===== src/rtl/add_shift_mult_param.sv =====
// Sequential add-and-shift multiplier, WIDTH-bit operands, 2*WIDTH-bit {P,A} result.
// Optional two's-complement mode: magnitudes are multiplied and the sign is fixed up at the end.
module add_shift_mult_param #(
  parameter int WIDTH     = 4,
  parameter bit SIGNED_EN = 1'b1
) (
  input  logic                 clk,
  input  logic                 rst_n,
  input  logic                 start,
  input  logic                 signed_mode,
  input  logic [WIDTH-1:0]     ABus,
  input  logic [WIDTH-1:0]     BBus,
  output logic                 ready,
  output logic                 busy,
  output logic                 done,
  output logic [2*WIDTH-1:0]   resultBus,
  output logic [2:0]           dbg_state_o
);

  typedef enum logic [2:0] {
    IDLE     = 3'd0,
    WAIT_REL = 3'd1,
    INIT     = 3'd2,
    ADD      = 3'd3,
    SHIFT    = 3'd4,
    FIX      = 3'd5,
    DONE     = 3'd6
  } state_e;

  localparam int CW = $clog2(WIDTH);
  localparam logic [CW-1:0]      CNT_LAST = CW'(WIDTH - 1);
  localparam logic [CW-1:0]      CNT_ONE  = CW'(1);
  localparam logic [WIDTH-1:0]   ONE_W    = WIDTH'(1);
  localparam logic [2*WIDTH-1:0] ONE_2W   = (2*WIDTH)'(1);

  state_e           state_q, state_d;
  logic [WIDTH-1:0] a_q, a_d;
  logic [WIDTH-1:0] b_q, b_d;
  logic [WIDTH-1:0] p_q, p_d;
  logic             carry_q, carry_d;
  logic [CW-1:0]    cnt_q, cnt_d;
  logic             neg_q, neg_d;

  logic               sg;
  logic [WIDTH-1:0]   mag_a;
  logic [WIDTH-1:0]   mag_b;
  logic [WIDTH:0]     sum;
  logic [2*WIDTH+1:0] shifted;
  logic [2*WIDTH-1:0] prod_neg;

  // Magnitudes are unsigned, so the most negative operand maps cleanly to 2^(WIDTH-1).
  assign sg       = SIGNED_EN && signed_mode;
  assign mag_a    = (sg && ABus[WIDTH-1]) ? (~ABus + ONE_W) : ABus;
  assign mag_b    = (sg && BBus[WIDTH-1]) ? (~BBus + ONE_W) : BBus;
  assign sum      = {1'b0, p_q} + {1'b0, b_q};
  assign shifted  = {1'b0, carry_q, p_q, a_q} >> 1;
  assign prod_neg = ~{p_q, a_q} + ONE_2W;

  always_ff @(posedge clk) begin
    if (!rst_n) begin
      state_q <= IDLE;
      a_q     <= '0;
      b_q     <= '0;
      p_q     <= '0;
      carry_q <= 1'b0;
      cnt_q   <= '0;
      neg_q   <= 1'b0;
    end else begin
      state_q <= state_d;
      a_q     <= a_d;
      b_q     <= b_d;
      p_q     <= p_d;
      carry_q <= carry_d;
      cnt_q   <= cnt_d;
      neg_q   <= neg_d;
    end
  end

  // Handshake: start is a level request accepted only while ready=1; the operation
  // launches when start falls, and done pulses for one cycle when the result is valid.
  always_comb begin
    state_d = state_q;
    a_d     = a_q;
    b_d     = b_q;
    p_d     = p_q;
    carry_d = carry_q;
    cnt_d   = cnt_q;
    neg_d   = neg_q;
    unique case (state_q)
      IDLE: begin
        if (start) state_d = WAIT_REL;
      end
      WAIT_REL: begin
        if (!start) state_d = INIT;
      end
      INIT: begin
        a_d     = mag_a;
        b_d     = mag_b;
        neg_d   = sg && (ABus[WIDTH-1] ^ BBus[WIDTH-1]);
        p_d     = '0;
        carry_d = 1'b0;
        cnt_d   = '0;
        state_d = ADD;
      end
      ADD: begin
        if (a_q[0]) {carry_d, p_d} = sum;
        state_d = SHIFT;
      end
      SHIFT: begin
        {carry_d, p_d, a_d} = shifted[2*WIDTH:0];
        cnt_d = cnt_q + CNT_ONE;
        state_d = (cnt_q == CNT_LAST) ? FIX : ADD;
      end
      FIX: begin
        if (neg_q) {p_d, a_d} = prod_neg;
        state_d = DONE;
      end
      DONE: begin
        state_d = IDLE;
      end
      default: begin
        state_d = IDLE;
      end
    endcase
  end

  assign ready       = (state_q == IDLE);
  assign busy        = (state_q == INIT) || (state_q == ADD) ||
                       (state_q == SHIFT) || (state_q == FIX);
  assign done        = (state_q == DONE);
  assign resultBus   = {p_q, a_q};
  assign dbg_state_o = state_q;

endmodule

===== config.mk =====
export PLATFORM = sky130hd
export DESIGN_NAME = add_shift_mult_param
export DESIGN_NICKNAME = d
export VERILOG_FILES = /design/src/rtl/add_shift_mult_param.sv
export SDC_FILE = /design/constraint.sdc
export NUM_CORES = 1
export LEC_CHECK = 0
export ABC_AREA = 0
export BUFFER_PORTS_ARGS = -buffer_cell sky130_fd_sc_hd__buf_2
export CORE_ASPECT_RATIO = 2
export CORE_UTILIZATION = 30
export CTS_CLUSTER_DIAMETER = 120
export DETAILED_ROUTE_END_ITERATION = 6
export GPL_TIMING_DRIVEN = 0
export PLACE_DENSITY_LB_ADDON = 0.25
export RECOVER_POWER = 50
export SYNTH_ARGS = -nofsm -noshare
export SYNTH_HDL_FRONTEND = slang
export SYNTH_SLANG_ARGS = --single-unit
export TNS_END_PERCENT = 10

===== constraint.sdc =====
create_clock -name clk -period 2.1 [get_ports clk]
set_input_delay 0.21 -clock clk [delete_from_list [all_inputs] [get_ports clk]]
set_output_delay 0.21 -clock clk [all_outputs]
set_load 0.05 [all_outputs]

==> results of run 1 <==
[cells in the final DEF, fill, tap and decap left out, types with 3 or more instances in the layout]
| cell type | Yosys | routed |
|---|---|---|
| sky130_fd_sc_hd__dfxtp_1 | 19 | 19 |
| sky130_fd_sc_hd__clkbuf_1 | 6 | 17 |
| sky130_fd_sc_hd__buf_2 | 5 | 17 |
| sky130_fd_sc_hd__nor2_1 | 15 | 15 |
| sky130_fd_sc_hd__inv_1 | 11 | 11 |
| sky130_fd_sc_hd__a21oi_1 | 11 | 11 |
| sky130_fd_sc_hd__o21ai_0 | 9 | 9 |
| sky130_fd_sc_hd__nand2_1 | 8 | 8 |
| sky130_fd_sc_hd__ha_1 | 8 | 8 |
| sky130_fd_sc_hd__a211oi_1 | 8 | 7 |
| sky130_fd_sc_hd__o22ai_1 | 6 | 6 |
| sky130_fd_sc_hd__nand3_1 | 6 | 6 |
| sky130_fd_sc_hd__nand2b_1 | 5 | 5 |
| sky130_fd_sc_hd__nor2b_1 | 3 | 3 |
| sky130_fd_sc_hd__a22oi_1 | 3 | 3 |
| sky130_fd_sc_hd__nor3_1 | 4 | 3 |
| sky130_fd_sc_hd__o31ai_1 | 3 | 3 |
| sky130_fd_sc_hd__or3_1 | 3 | 3 |
| sky130_fd_sc_hd__nand3b_1 | 3 | 3 |
| sky130_fd_sc_hd__xor2_1 | 4 | 3 |
| sky130_fd_sc_hd__a311oi_1 | 3 | 3 |
| sky130_fd_sc_hd__clkbuf_8 | 0 | 3 |
[final cells by class]
cell class	instances	area, sq um
Buffer	11	47.5
Clock buffer	3	41.3
Clock inverter	1	5.00
Fill cell	499	2760
Inverter	12	45.0
Multi-Input combinational cell	135	931
Sequential cell	19	380
Tap cell	54	67.6
Timing Repair Buffer	23	101
[metrics by stage]
stage / setup TNS, ns / setup slack [ns] / total power, uW / util
floorplan: -0.142 / -0.0780 / 566 / -
global placement: 0 / 0.0597 / 632 / 0.361
detailed placement: 0 / 0.0639 / 632 / 0.361
CTS: 0 / 0.0497 / 903 / 0.372
global route: 0 / 0.0363 / 938 / 0.370
finish: 0 / 0.127 / 894 / 0.370
[layer usage]
metal,vias up,share of wire,GRT usage
met5,-,0,0
met4,0,0.031,0.0923
met3,9,0.034,0.0156
met2,42,0.55,0.336
met1,694,0.38,0.177
li1,715,-,-
[sequential cells by signal, indices dropped and copies added, names as in the netlist]
register     count
a_q              4
b_q              4
carry_q          1
cnt_q            2
dbg_state_o      3
neg_q            1
p_q              4
[report_power, final]
group | leakage, uW | switching, uW | total, uW | internal, uW
Combinational | 0.000456 | 158 | 232 | 74.1
Sequential | 0.000154 | 16.9 | 390 | 373
Clock | 0.0000255 | 139 | 272 | 133
[worst max-delay path by stage]
stage | start | endpoint | slack [ns] | cells after the start
after floorplan | dbg_state_o[2] | p_q[3] | -0.08 | 5
after detailed placement | p_q[0] | carry_q | 0.06 | 6
after global placement | p_q[0] | carry_q | 0.06 | 6
after CTS | p_q[0] | carry_q | 0.05 | 6
final | p_q[0] | carry_q | 0.13 | 6
after global routing | p_q[0] | carry_q | 0.04 | 6
[kinds of logic after synthesis]
family	share of synthesized area
muxes	0.0153
buffers and inverters	0.0668
DFF	0.274
AOI/OAI and AO/OA	0.300
adders and majority gates	0.0866
and+or+nand+nor	0.226
xor gates and xnor gates	0.0316
[worst max-delay path: stages, from the launching register on]
cell                       delay (ns)
sky130_fd_sc_hd__dfxtp_1         0.40
sky130_fd_sc_hd__ha_1            0.26
sky130_fd_sc_hd__fa_1            0.41
sky130_fd_sc_hd__a21o_1          0.20
sky130_fd_sc_hd__a211oi_2        0.24
sky130_fd_sc_hd__o22ai_1         0.11
sky130_fd_sc_hd__a31o_2          0.25
==> qor_table.md, run 1 <==
| Result | Value | Unit |
|:---|:---|:---|
| Std-Cell Core Area | 4380 | sq um |
| Min-Delay Path Class | in2reg | - |
| Maximum fanout along the worst path | 8 | - |
| Worst Hold End | b_q[0] | - |
| Total number of nets in the final design | 226 | - |
| Hold depth | 3 | - |
| Placed Cells | 254 | - |
| IO Pins | 26 | - |
| Critical path data arrival time | 2.14 | ns |
| Element type at the critical path end | register | - |
| X dimension of the die | 50.1 | um |
| Number of antenna violations at the first check in global routing | 0 | - |
| Worst R2R Path Depth | 6 | - |
| Most frequent cell after synthesis | sky130_fd_sc_hd__dfxtp_1 | - |
| Area Growth Syn to Fin | 16.8 | % |
| Number of nets produced by synthesis | 198 | - |
| Post-CTS Setup Inserts | 0 | - |
| Worst-margin pin slew | 0.614 | ns |
| Number of global-route vias before repair | 1312 | - |
| Library cell with the largest summed area after synthesis | sky130_fd_sc_hd__dfxtp_1 | - |
| Ys async rst share | 0 | - |
| Post-cts repair resize count | 0 | - |
| Ys flop type | sky130_fd_sc_hd__dfxtp_1 | - |
| Leakage power total | 0.000635 | uW |
| Post-detailed-placement cell area | 1580 | sq um |
| PD cells | 552 | nW/um^2 |
| Number of sinks on the clock net | 19 | - |
| Number of flops mapped to enable cells by yosys | 0 | - |
| Fraction of the yosys area taken by sequential cells | 0.274 | - |
| Worst-case clock buffer depth | 2 | - |
| Worst setup SP type | register | - |
| Data required time at the worst endpoint | 2.27 | ns |
| # setup viols final | 0 | - |
| RD Place Congestion | 0.814 | - |
| Clock Pin Slew Worst Setup and Hold Paths | 0.08 | ns |
| Total routing resource utilization after global routing | 0.176 | - |
| Crit Reg-Reg Endpoint | carry_q | - |
| Worst Min Path Start | BBus[0] | - |
| Effective utilization at floorplan | 0.316 | - |
| Number of diodes added for antenna fixing | 0 | - |
| Flops & latches, synth | 19 | - |
| Largest cells by area after synthesis | sky130_fd_sc_hd__dfxtp_1, sky130_fd_sc_hd__ha_1, sky130_fd_sc_hd__a211oi_1 | - |
| Syn Inst Count | 177 | - |
| Number of pins with negative max-slew slack in the final report | 0 | - |
| RSZ-0062 raised after global routing | false | - |
| Number of vias in the routed layout | 1460 | - |
| Peak VDD IR | 0.290 | mV |
| Worst slack on hold paths | 0.216 | ns |
| CTS hold repair buffers | 0 | - |
| Root buffer cell | sky130_fd_sc_hd__clkbuf_8 | - |
| Post-route non-filler standard cell count | 258 | - |
| DIE HEIGHT | 98.1 | um |
| Type of the worst setup path | reg2reg | - |
| Synth top cells by count | sky130_fd_sc_hd__dfxtp_1, sky130_fd_sc_hd__nor2_1, sky130_fd_sc_hd__a21oi_1, sky130_fd_sc_hd__inv_1, sky130_fd_sc_hd__o21ai_0 | - |
| Remaining global-route overflow | 0 | - |
| Pin count of the biggest net entering global routing | 12 | - |
| Final antenna-violating net count | 0 | - |
| Outcome | finished, final reports clean | - |
| Fraction of layout instances using a drive strength above 1 | 0.127 | - |
| Max-cap violations | 0 | - |
| Worst setup skew after layout | 0.00589 | ns |
| Post-synth top area share | 0.274 | - |
| CTS buffer count | 3 | - |
| Register-to-Register Setup Slack | 0.13 | ns |
| Full die area | 4910 | sq um |
| Number of endpoints with negative hold slack in the final report | 0 | - |
| HPWL Detailed | 3210 | um |
| Synth unique cells | 47 | - |
| Drc violations | 0 | - |
| DR pass1 iterations | 4 | - |
| Cell Area, Synth | 1390 | sq um |
| Global-route wire length before repair | 6490 | um |
| Average cell area after synthesis | 7.83 | sq um |
| Synth warn | 0 | - |
| Initial detailed-routing violation count | 59 | - |
| Number of levels the H-tree was split into | 1 | - |
| Clock insertion delay at the later pin of the skew report | 0.27 | ns |
| Wirelength per Cell | 16.0 | um |
| Fmax | 507 | MHz |
| Final WL | 4120 | um |
| I/O Buffers | 23 | - |
| Number of vias per cell after detailed routing | 5.66 | - |
| Clock tree from TritonCTS | built | - |
| Final design instance area without fill | 1620 | sq um |
| Standard-cell row count | 34 | - |
| FF-to-FF Start | p_q[0] | - |
| Time the final worst path needs with I/O delays and setup | 1.97 | ns |
| Max transition margin | 0.592 | - |
| Final clock period utilization by the worst path | 0.940 | - |
(Power assumes the default switching activity.)
==> run 2: changes to the inputs <==
--- a/config.mk
+++ b/config.mk
@@ -12,8 +12,8 @@
 export CTS_CLUSTER_DIAMETER = 120
 export DETAILED_ROUTE_END_ITERATION = 6
 export GPL_TIMING_DRIVEN = 0
-export PLACE_DENSITY_LB_ADDON = 0.25
 export RECOVER_POWER = 50
+export SLEW_MARGIN = 0
 export SYNTH_ARGS = -nofsm -noshare
 export SYNTH_HDL_FRONTEND = slang
 export SYNTH_SLANG_ARGS = --single-unit
==> run 2 against run 1 <==
Register-to-register slack hardly changed. Critical endpoint is now ready. Worst setup slack worse by 0.014 ns. Routed wire length is 1.0% lower. Design area is 0.39% lower. Clock-buffer cell count stayed put. Total power is 0.31% higher. Final cell count stayed put. Maximum frequency is 0.71% lower. Core utilization is 0.14 points lower.
==> qor_table.md, run 2 (synthesized netlist as in run 1, its figures left out) <==
| Result | Value | Unit | vs previous |
|:---|:---|:---|:---|
| Smallest setup slack after layout | 0.113 | ns | was 0.127 ns |
| Placed Cells | 254 | - | unchanged |
| IO Pins | 26 | - | unchanged |
| Pin count of the biggest net entering global routing | 12 | - | unchanged |
| CTS buffer count | 3 | - | unchanged |
| X dimension of the die | 50.1 | um | unchanged |
| Critical path data arrival time | 1.78 | ns | was 2.14 ns |
| Post-placement worst setup slack | 0.0389 | ns | was 0.0639 ns |
| Most common cell after layout, fill and taps aside | sky130_fd_sc_hd__dfxtp_1 | - | unchanged |
| Effective utilization at floorplan | 0.316 | - | unchanged |
| I/O Buffers | 23 | - | unchanged |
| Number of pins with negative max-slew slack in the final report | 0 | - | unchanged |
| # setup viols final | 0 | - | unchanged |
| CP startpoint | dbg_state_o[0] | - | was p_q[0] |
| Number of levels the H-tree was split into | 1 | - | unchanged |
| DIE HEIGHT | 98.1 | um | unchanged |
| Total number of nets in the final design | 226 | - | unchanged |
| Peak VDD IR | 0.378 | mV | was 0.290 mV |
| DR pass1 iterations | 4 | - | unchanged |
| Remaining global-route overflow | 0 | - | unchanged |
| Max-cap violations | 0 | - | unchanged |
| Worst setup skew after layout | 0.00240 | ns | was 0.00589 ns |
| Leakage power total | 0.000637 | uW | was 0.000635 uW |
| Number of vias per cell after detailed routing | 5.72 | - | was 5.66 |
| RSZ-0062 raised after global routing | false | - | unchanged |
| Full die area | 4910 | sq um | unchanged |
| Std-Cell Core Area | 4380 | sq um | unchanged |
| Initial detailed-routing violation count | 34 | - | was 59 |
| Switching power summed over all nets | 317 | uW | was 314 uW |
| Data required time at the worst endpoint | 1.89 | ns | was 2.27 ns |
| Maximum fanout along the worst path | 10 | - | was 8 |
| Outcome | finished, final reports clean | - | unchanged |
| Top flop regs | a_q x4, b_q x4, p_q x4 | - | unchanged |
| Post-route non-filler standard cell count | 258 | - | unchanged |
| Worst R2R Path Depth | 6 | - | unchanged |
| Crit Reg-Reg Endpoint | carry_q | - | unchanged |
| Final WL | 4080 | um | was 4120 um |
| Type of the worst setup path | reg2out | - | was reg2reg |
| Power share of the combinational group | 0.261 | - | was 0.260 |
| Drc violations | 0 | - | unchanged |
| Global-route wire length before repair | 6790 | um | was 6490 um |
| Clock insertion delay at the later pin of the skew report | 0.26 | ns | was 0.27 ns |
| Worst slack on hold paths | 0.202 | ns | was 0.216 ns |
| Worst setup SP type | register | - | unchanged |
| PD cells | 556 | nW/um^2 | was 552 nW/um^2 |
| Fill cell total of the finished layout | 473 | - | was 499 |
| Sequential share of power | 0.435 | - | was 0.436 |
| Root buffer cell | sky130_fd_sc_hd__clkbuf_8 | - | unchanged |
| Number of antenna violations at the first check in global routing | 0 | - | unchanged |
| Total routing resource utilization after global routing | 0.179 | - | was 0.176 |
| Setup Total Neg Slack | 0 | ns | unchanged |
| Element type at the critical path end | output pin | - | was register |
| Fraction of layout instances using a drive strength above 1 | 0.127 | - | unchanged |
| Register-to-Register Setup Slack | 0.14 | ns | was 0.13 ns |
| Final antenna-violating net count | 0 | - | unchanged |
| Fmax | 503 | MHz | was 507 MHz |
| Wirelength per Cell | 15.8 | um | was 16.0 um |
| Commonest cells after routing, fill and taps aside | sky130_fd_sc_hd__dfxtp_1, sky130_fd_sc_hd__clkbuf_1, sky130_fd_sc_hd__buf_2 | - | unchanged |
| Clock tree from TritonCTS | built | - | unchanged |
| Area Growth Syn to Fin | 16.3 | % | was 16.8% |
| Worst setup path endpoint | ready | - | was carry_q |
| Final clock period utilization by the worst path | 0.946 | - | was 0.940 |
| Time the final worst path needs with I/O delays and setup | 1.99 | ns | was 1.97 ns |
| Number of diodes added for antenna fixing | 0 | - | unchanged |
| Standard-cell row count | 34 | - | unchanged |
| Clock Pin Slew Worst Setup and Hold Paths | 0.08 | ns | about the same |
| Min-Delay Path Class | in2reg | - | unchanged |
| FF-to-FF Start | p_q[0] | - | unchanged |
| Number of sinks on the clock net | 19 | - | unchanged |
| HPWL Detailed | 3130 | um | was 3210 um |
| Number of vias in the routed layout | 1477 | - | was 1460 |
| Total Power Consumption | 897 | uW | was 894 uW |
| Number of global-route vias before repair | 1436 | - | was 1312 |
| Proportion of power drawn by the clock network | 0.303 | - | was 0.304 |
| Number of endpoints with negative hold slack in the final report | 0 | - | unchanged |
| Internal power component | 579 | uW | was 580 uW |
| Switching fraction of total power | 0.354 | - | was 0.351 |
| Worst-case clock buffer depth | 2 | - | unchanged |
| RD Place Congestion | 0.885 | - | was 0.814 |
| Max transition margin | 0.602 | - | was 0.592 |
| Worst-margin pin slew | 0.599 | ns | was 0.614 ns |
## run 2: worst min path at each step
stage,from,end,cells after the start,slack (ns)
global route,BBus[0],b_q[0],3,0.21
finish,BBus[0],b_q[0],3,0.20
global placement,carry_q,carry_q,1,0.47
CTS,BBus[0],b_q[0],3,0.20
floorplan,BBus[0],b_q[0],2,0.35
detailed placement,carry_q,carry_q,1,0.47
## run 2: cell type report
class,instances,area [sq um],area share
clock buffers,3,41.3,0.0256
plain buffers,11,46.3,0.0287
flip-flops and latches,19,382,0.237
clock inverters,1,5.00,0.00310
repair buffers,23,103,0.0636
inverters,12,45.0,0.0279
multi-input cells,135,923,0.573
well taps,54,67.6,0.0419
## run 2: stage by stage
step	area (sq um)	util
detailed placement	1580	0.361
global route	1610	0.368
global placement	1580	0.361
floorplan	1400	-
CTS	1630	0.372
finish	1610	0.368
## run 2: routing by layer
layer	share of wire	vias up	wire (um)	GRT usage
met1	0.40	698	1630	0.205
met5	0	-	0	0
met4	0.046	0	188	0.134
met2	0.51	44	2090	0.292
met3	0.040	14	165	0.0202
li1	-	721	-	-
## run 2: power groups by stage
stage / Combinational, uW / Clock [uW] / Sequential, uW
floorplan: 145 / 0 / 421
global placement: 235 / 0 / 398
detailed placement: 235 / 0 / 398
CTS: 237 / 276 / 389
global route: 257 / 289 / 392
finish: 234 / 272 / 390
## run 2: critical path, stage by stage (launching register included)
cell,delay (ns)
sky130_fd_sc_hd__dfxtp_1,0.46
sky130_fd_sc_hd__clkbuf_1,0.43
sky130_fd_sc_hd__buf_2,0.33
sky130_fd_sc_hd__nor3_2,0.07
sky130_fd_sc_hd__buf_2,0.22
## run 2: timing repair
| action | CTS | global route |
|---|---|---|
| gates resized for setup | 0 | 2 |
| setup buffers | 0 | 0 |
| hold buffers | 0 | 0 |
| endpoints found under the setup margin | 0 | 1 |
| hold endpoints to repair | 0 | 0 |
==> run 3: changes to the inputs <==
--- a/config.mk
+++ b/config.mk
@@ -8,6 +8,7 @@
 export ABC_AREA = 0
 export BUFFER_PORTS_ARGS = -buffer_cell sky130_fd_sc_hd__buf_2
 export CORE_ASPECT_RATIO = 2
+export CORE_MARGIN = 5
 export CORE_UTILIZATION = 30
 export CTS_CLUSTER_DIAMETER = 120
 export DETAILED_ROUTE_END_ITERATION = 6
==> run 3 against run 2 <==
Worst setup slack better by 0.0077 ns. Design area up 0.54%. Maximum frequency up 0.39%. Clock skew about the same. Routed wire length up 4.5%. Register-to-register slack better by 0.02 ns. Global-route usage down 3.8 points. Via count down 2.0%. Die area up 25%. Flip-flop and latch count unchanged. First-iteration DRC count up 59%. Total power about the same. Critical path type unchanged. Largest power group unchanged.
==> qor_table.md, run 3 (synthesized netlist as in run 1, its figures left out) <==
| Result | Value | Unit | vs previous |
|:---|:---|:---|:---|
| X dimension of the die | 58.1 | um | was 50.1 um |
| HPWL Detailed | 3330 | um | was 3130 um |
| Number of diodes added for antenna fixing | 0 | - | unchanged |
| # setup viols final | 0 | - | unchanged |
| Outcome | finished, final reports clean | - | unchanged |
| Register-to-Register Setup Slack | 0.16 | ns | was 0.14 ns |
| Top flop regs | a_q x4, b_q x4, p_q x4 | - | unchanged |
| Drc violations | 0 | - | unchanged |
| Global-route wire length before repair | 6610 | um | was 6790 um |
| Critical path data arrival time | 1.77 | ns | was 1.78 ns |
| Crit Reg-Reg Endpoint | carry_q | - | unchanged |
| Slowest cell delay on critical path | 0.47 | ns | was 0.46 ns |
| Peak VDD IR | 0.419 | mV | was 0.378 mV |
| IO Pins | 26 | - | unchanged |
| Fmax | 505 | MHz | was 503 MHz |
| Worst-margin pin slew | 0.602 | ns | was 0.599 ns |
| DR pass1 iterations | 4 | - | unchanged |
| Remaining global-route overflow | 0 | - | unchanged |
| Final antenna-violating net count | 0 | - | unchanged |
| Most common cell after layout, fill and taps aside | sky130_fd_sc_hd__dfxtp_1 | - | unchanged |
| DIE HEIGHT | 106 | um | was 98.1 um |
| Number of vias in the routed layout | 1448 | - | was 1477 |
| Internal power component | 580 | uW | was 579 uW |
| Commonest cells after routing, fill and taps aside | sky130_fd_sc_hd__dfxtp_1, sky130_fd_sc_hd__clkbuf_1, sky130_fd_sc_hd__buf_2 | - | unchanged |
| Number of endpoints with negative hold slack in the final report | 0 | - | unchanged |
| RD Place Congestion | 0.862 | - | was 0.885 |
| Max stage delay cell, worst path | sky130_fd_sc_hd__dfxtp_1 | - | unchanged |
| Sequential share of power | 0.436 | - | was 0.435 |
| CTS buffer count | 3 | - | unchanged |
| CP startpoint | dbg_state_o[0] | - | unchanged |
| Total Power Consumption | 897 | uW | about the same |
| Post-detailed-placement cell area | 1580 | sq um | about the same |
| Full die area | 6160 | sq um | was 4910 sq um |
| Max transition margin | 0.600 | - | was 0.602 |
| FF-to-FF Start | p_q[0] | - | unchanged |
| Power share of the combinational group | 0.259 | - | was 0.261 |
| I/O Buffers | 23 | - | unchanged |
| Clock tree from TritonCTS | built | - | unchanged |
| Proportion of power drawn by the clock network | 0.306 | - | was 0.303 |
| Number of sinks on the clock net | 19 | - | unchanged |
| Leakage power total | 0.000636 | uW | was 0.000637 uW |
| Worst-case clock buffer depth | 2 | - | unchanged |
| Switching power summed over all nets | 317 | uW | about the same |
| Total routing resource utilization after global routing | 0.141 | - | was 0.179 |
| Number of pins with negative max-slew slack in the final report | 0 | - | unchanged |
| Element type at the critical path end | output pin | - | unchanged |
| Most repeated library cell on the critical path | sky130_fd_sc_hd__buf_2 | - | unchanged |
| Maximum fanout along the worst path | 10 | - | unchanged |
| Number of vias per cell after detailed routing | 5.59 | - | was 5.72 |
| Pin count of the biggest net entering global routing | 12 | - | unchanged |
| Cell breakdown of the critical path | clkbuf_1 > buf_2 > nor3_2 > buf_2 | - | unchanged |
| Clock insertion delay at the later pin of the skew report | 0.27 | ns | was 0.26 ns |
| Final WL | 4260 | um | was 4080 um |
| Final design instance area without fill | 1620 | sq um | was 1610 sq um |
| Min-Delay Path Class | in2reg | - | unchanged |
| Worst R2R Path Depth | 6 | - | unchanged |
| Effective utilization at floorplan | 0.304 | - | was 0.316 |
| CTS hold repair buffers | 0 | - | unchanged |
| Switching fraction of total power | 0.354 | - | about the same |
| Number of global-route vias before repair | 1339 | - | was 1436 |
| Worst setup skew after layout | 0.00235 | ns | was 0.00240 ns |
| Worst setup SP type | register | - | unchanged |
| Root buffer cell | sky130_fd_sc_hd__clkbuf_8 | - | unchanged |
| Std-Cell Core Area | 4550 | sq um | was 4380 sq um |
| Time the final worst path needs with I/O delays and setup | 1.98 | ns | was 1.99 ns |
| Worst setup path endpoint | ready | - | unchanged |
| Final clock period utilization by the worst path | 0.943 | - | was 0.946 |
| Data required time at the worst endpoint | 1.89 | ns | about the same |
| Number of antenna violations at the first check in global routing | 0 | - | unchanged |
| RSZ-0062 raised after global routing | false | - | unchanged |
| Number of levels the H-tree was split into | 1 | - | unchanged |
| Standard-cell row count | 35 | - | was 34 |
| PD cells | 553 | nW/um^2 | was 556 nW/um^2 |
| Max-cap violations | 0 | - | unchanged |
| Total number of nets in the final design | 226 | - | unchanged |
| Area Growth Syn to Fin | 17.0 | % | was 16.3% |
| Type of the worst setup path | reg2out | - | unchanged |
| Clock Pin Slew Worst Setup and Hold Paths | 0.08 | ns | about the same |
| Fraction of layout instances using a drive strength above 1 | 0.132 | - | was 0.127 |
| Hold depth | 3 | - | unchanged |
| Wirelength per Cell | 16.5 | um | was 15.8 um |
| Initial detailed-routing violation count | 54 | - | was 34 |
==> run 3: worst min path at each step <==
| stage | start | to | slack [ns] |
|---|---|---|---|
| 4_1_cts | BBus[0] | b_q[0] | 0.22 |
| 3_3_place_gp | carry_q | carry_q | 0.48 |
| 2_1_floorplan | BBus[0] | b_q[0] | 0.35 |
| 6_report | BBus[0] | b_q[0] | 0.22 |
| 5_1_grt | BBus[0] | b_q[0] | 0.23 |
| 3_5_place_dp | b_q[3] | b_q[3] | 0.47 |
==> run 3: per-layer routing <==
metal / track usage / vias to the layer above / wire [um]
met3: 0.0194 / 14 / 191
li1: - / 720 / -
met5: 0 / - / 0
met2: 0.266 / 44 / 2340
met4: 0.0680 / 0 / 144
met1: 0.145 / 670 / 1580
==> run 3: metrics by stage <==
stage | cells | setup TNS (ns) | setup slack (ns) | hold WS [ns] | util
after global routing | 259 | 0 | 0.0519 | 0.233 | 0.356
final | 259 | 0 | 0.120 | 0.219 | 0.356
after CTS | 259 | 0 | 0.0274 | 0.223 | 0.358
after floorplan | 177 | -0.142 | -0.0780 | 0.346 | -
after detailed placement | 255 | 0 | 0.0385 | 0.474 | 0.348
after global placement | 255 | 0 | 0.0548 | 0.477 | 0.348
==> run 3: final cells by class <==
| cell class | count | area, sq um |
|---|---|---|
| Buffer | 11 | 47.5 |
| Clock buffer | 3 | 41.3 |
| Clock inverter | 1 | 5.00 |
| Fill cell | 527 | 2930 |
| Inverter | 12 | 45.0 |
| Multi-Input combinational cell | 135 | 931 |
| Sequential cell | 19 | 382 |
| Tap cell | 55 | 68.8 |
| Timing Repair Buffer | 23 | 101 |
==> run 3: timing repair <==
action                     4_1_cts  5_1_grt
gates resized for setup          0        2
buffers inserted                 0        0
setup endpoints to repair        0        1
==> run 3: worst max-delay path, delay by kind of cell, from the launching register on <==
kind	cells	cell delay (ns)
buffers and inverters	3	0.97
flip-flops	1	0.47
AND/OR/NAND/NOR	1	0.07
==> run 3: power by group through the flow <==
stage / logic [uW] / registers (uW) / clock network, uW
3_5_place_dp: 234 / 399 / 0
2_1_floorplan: 145 / 421 / 0
6_report: 232 / 391 / 274
5_1_grt: 255 / 393 / 291
4_1_cts: 234 / 391 / 276
3_3_place_gp: 233 / 399 / 0
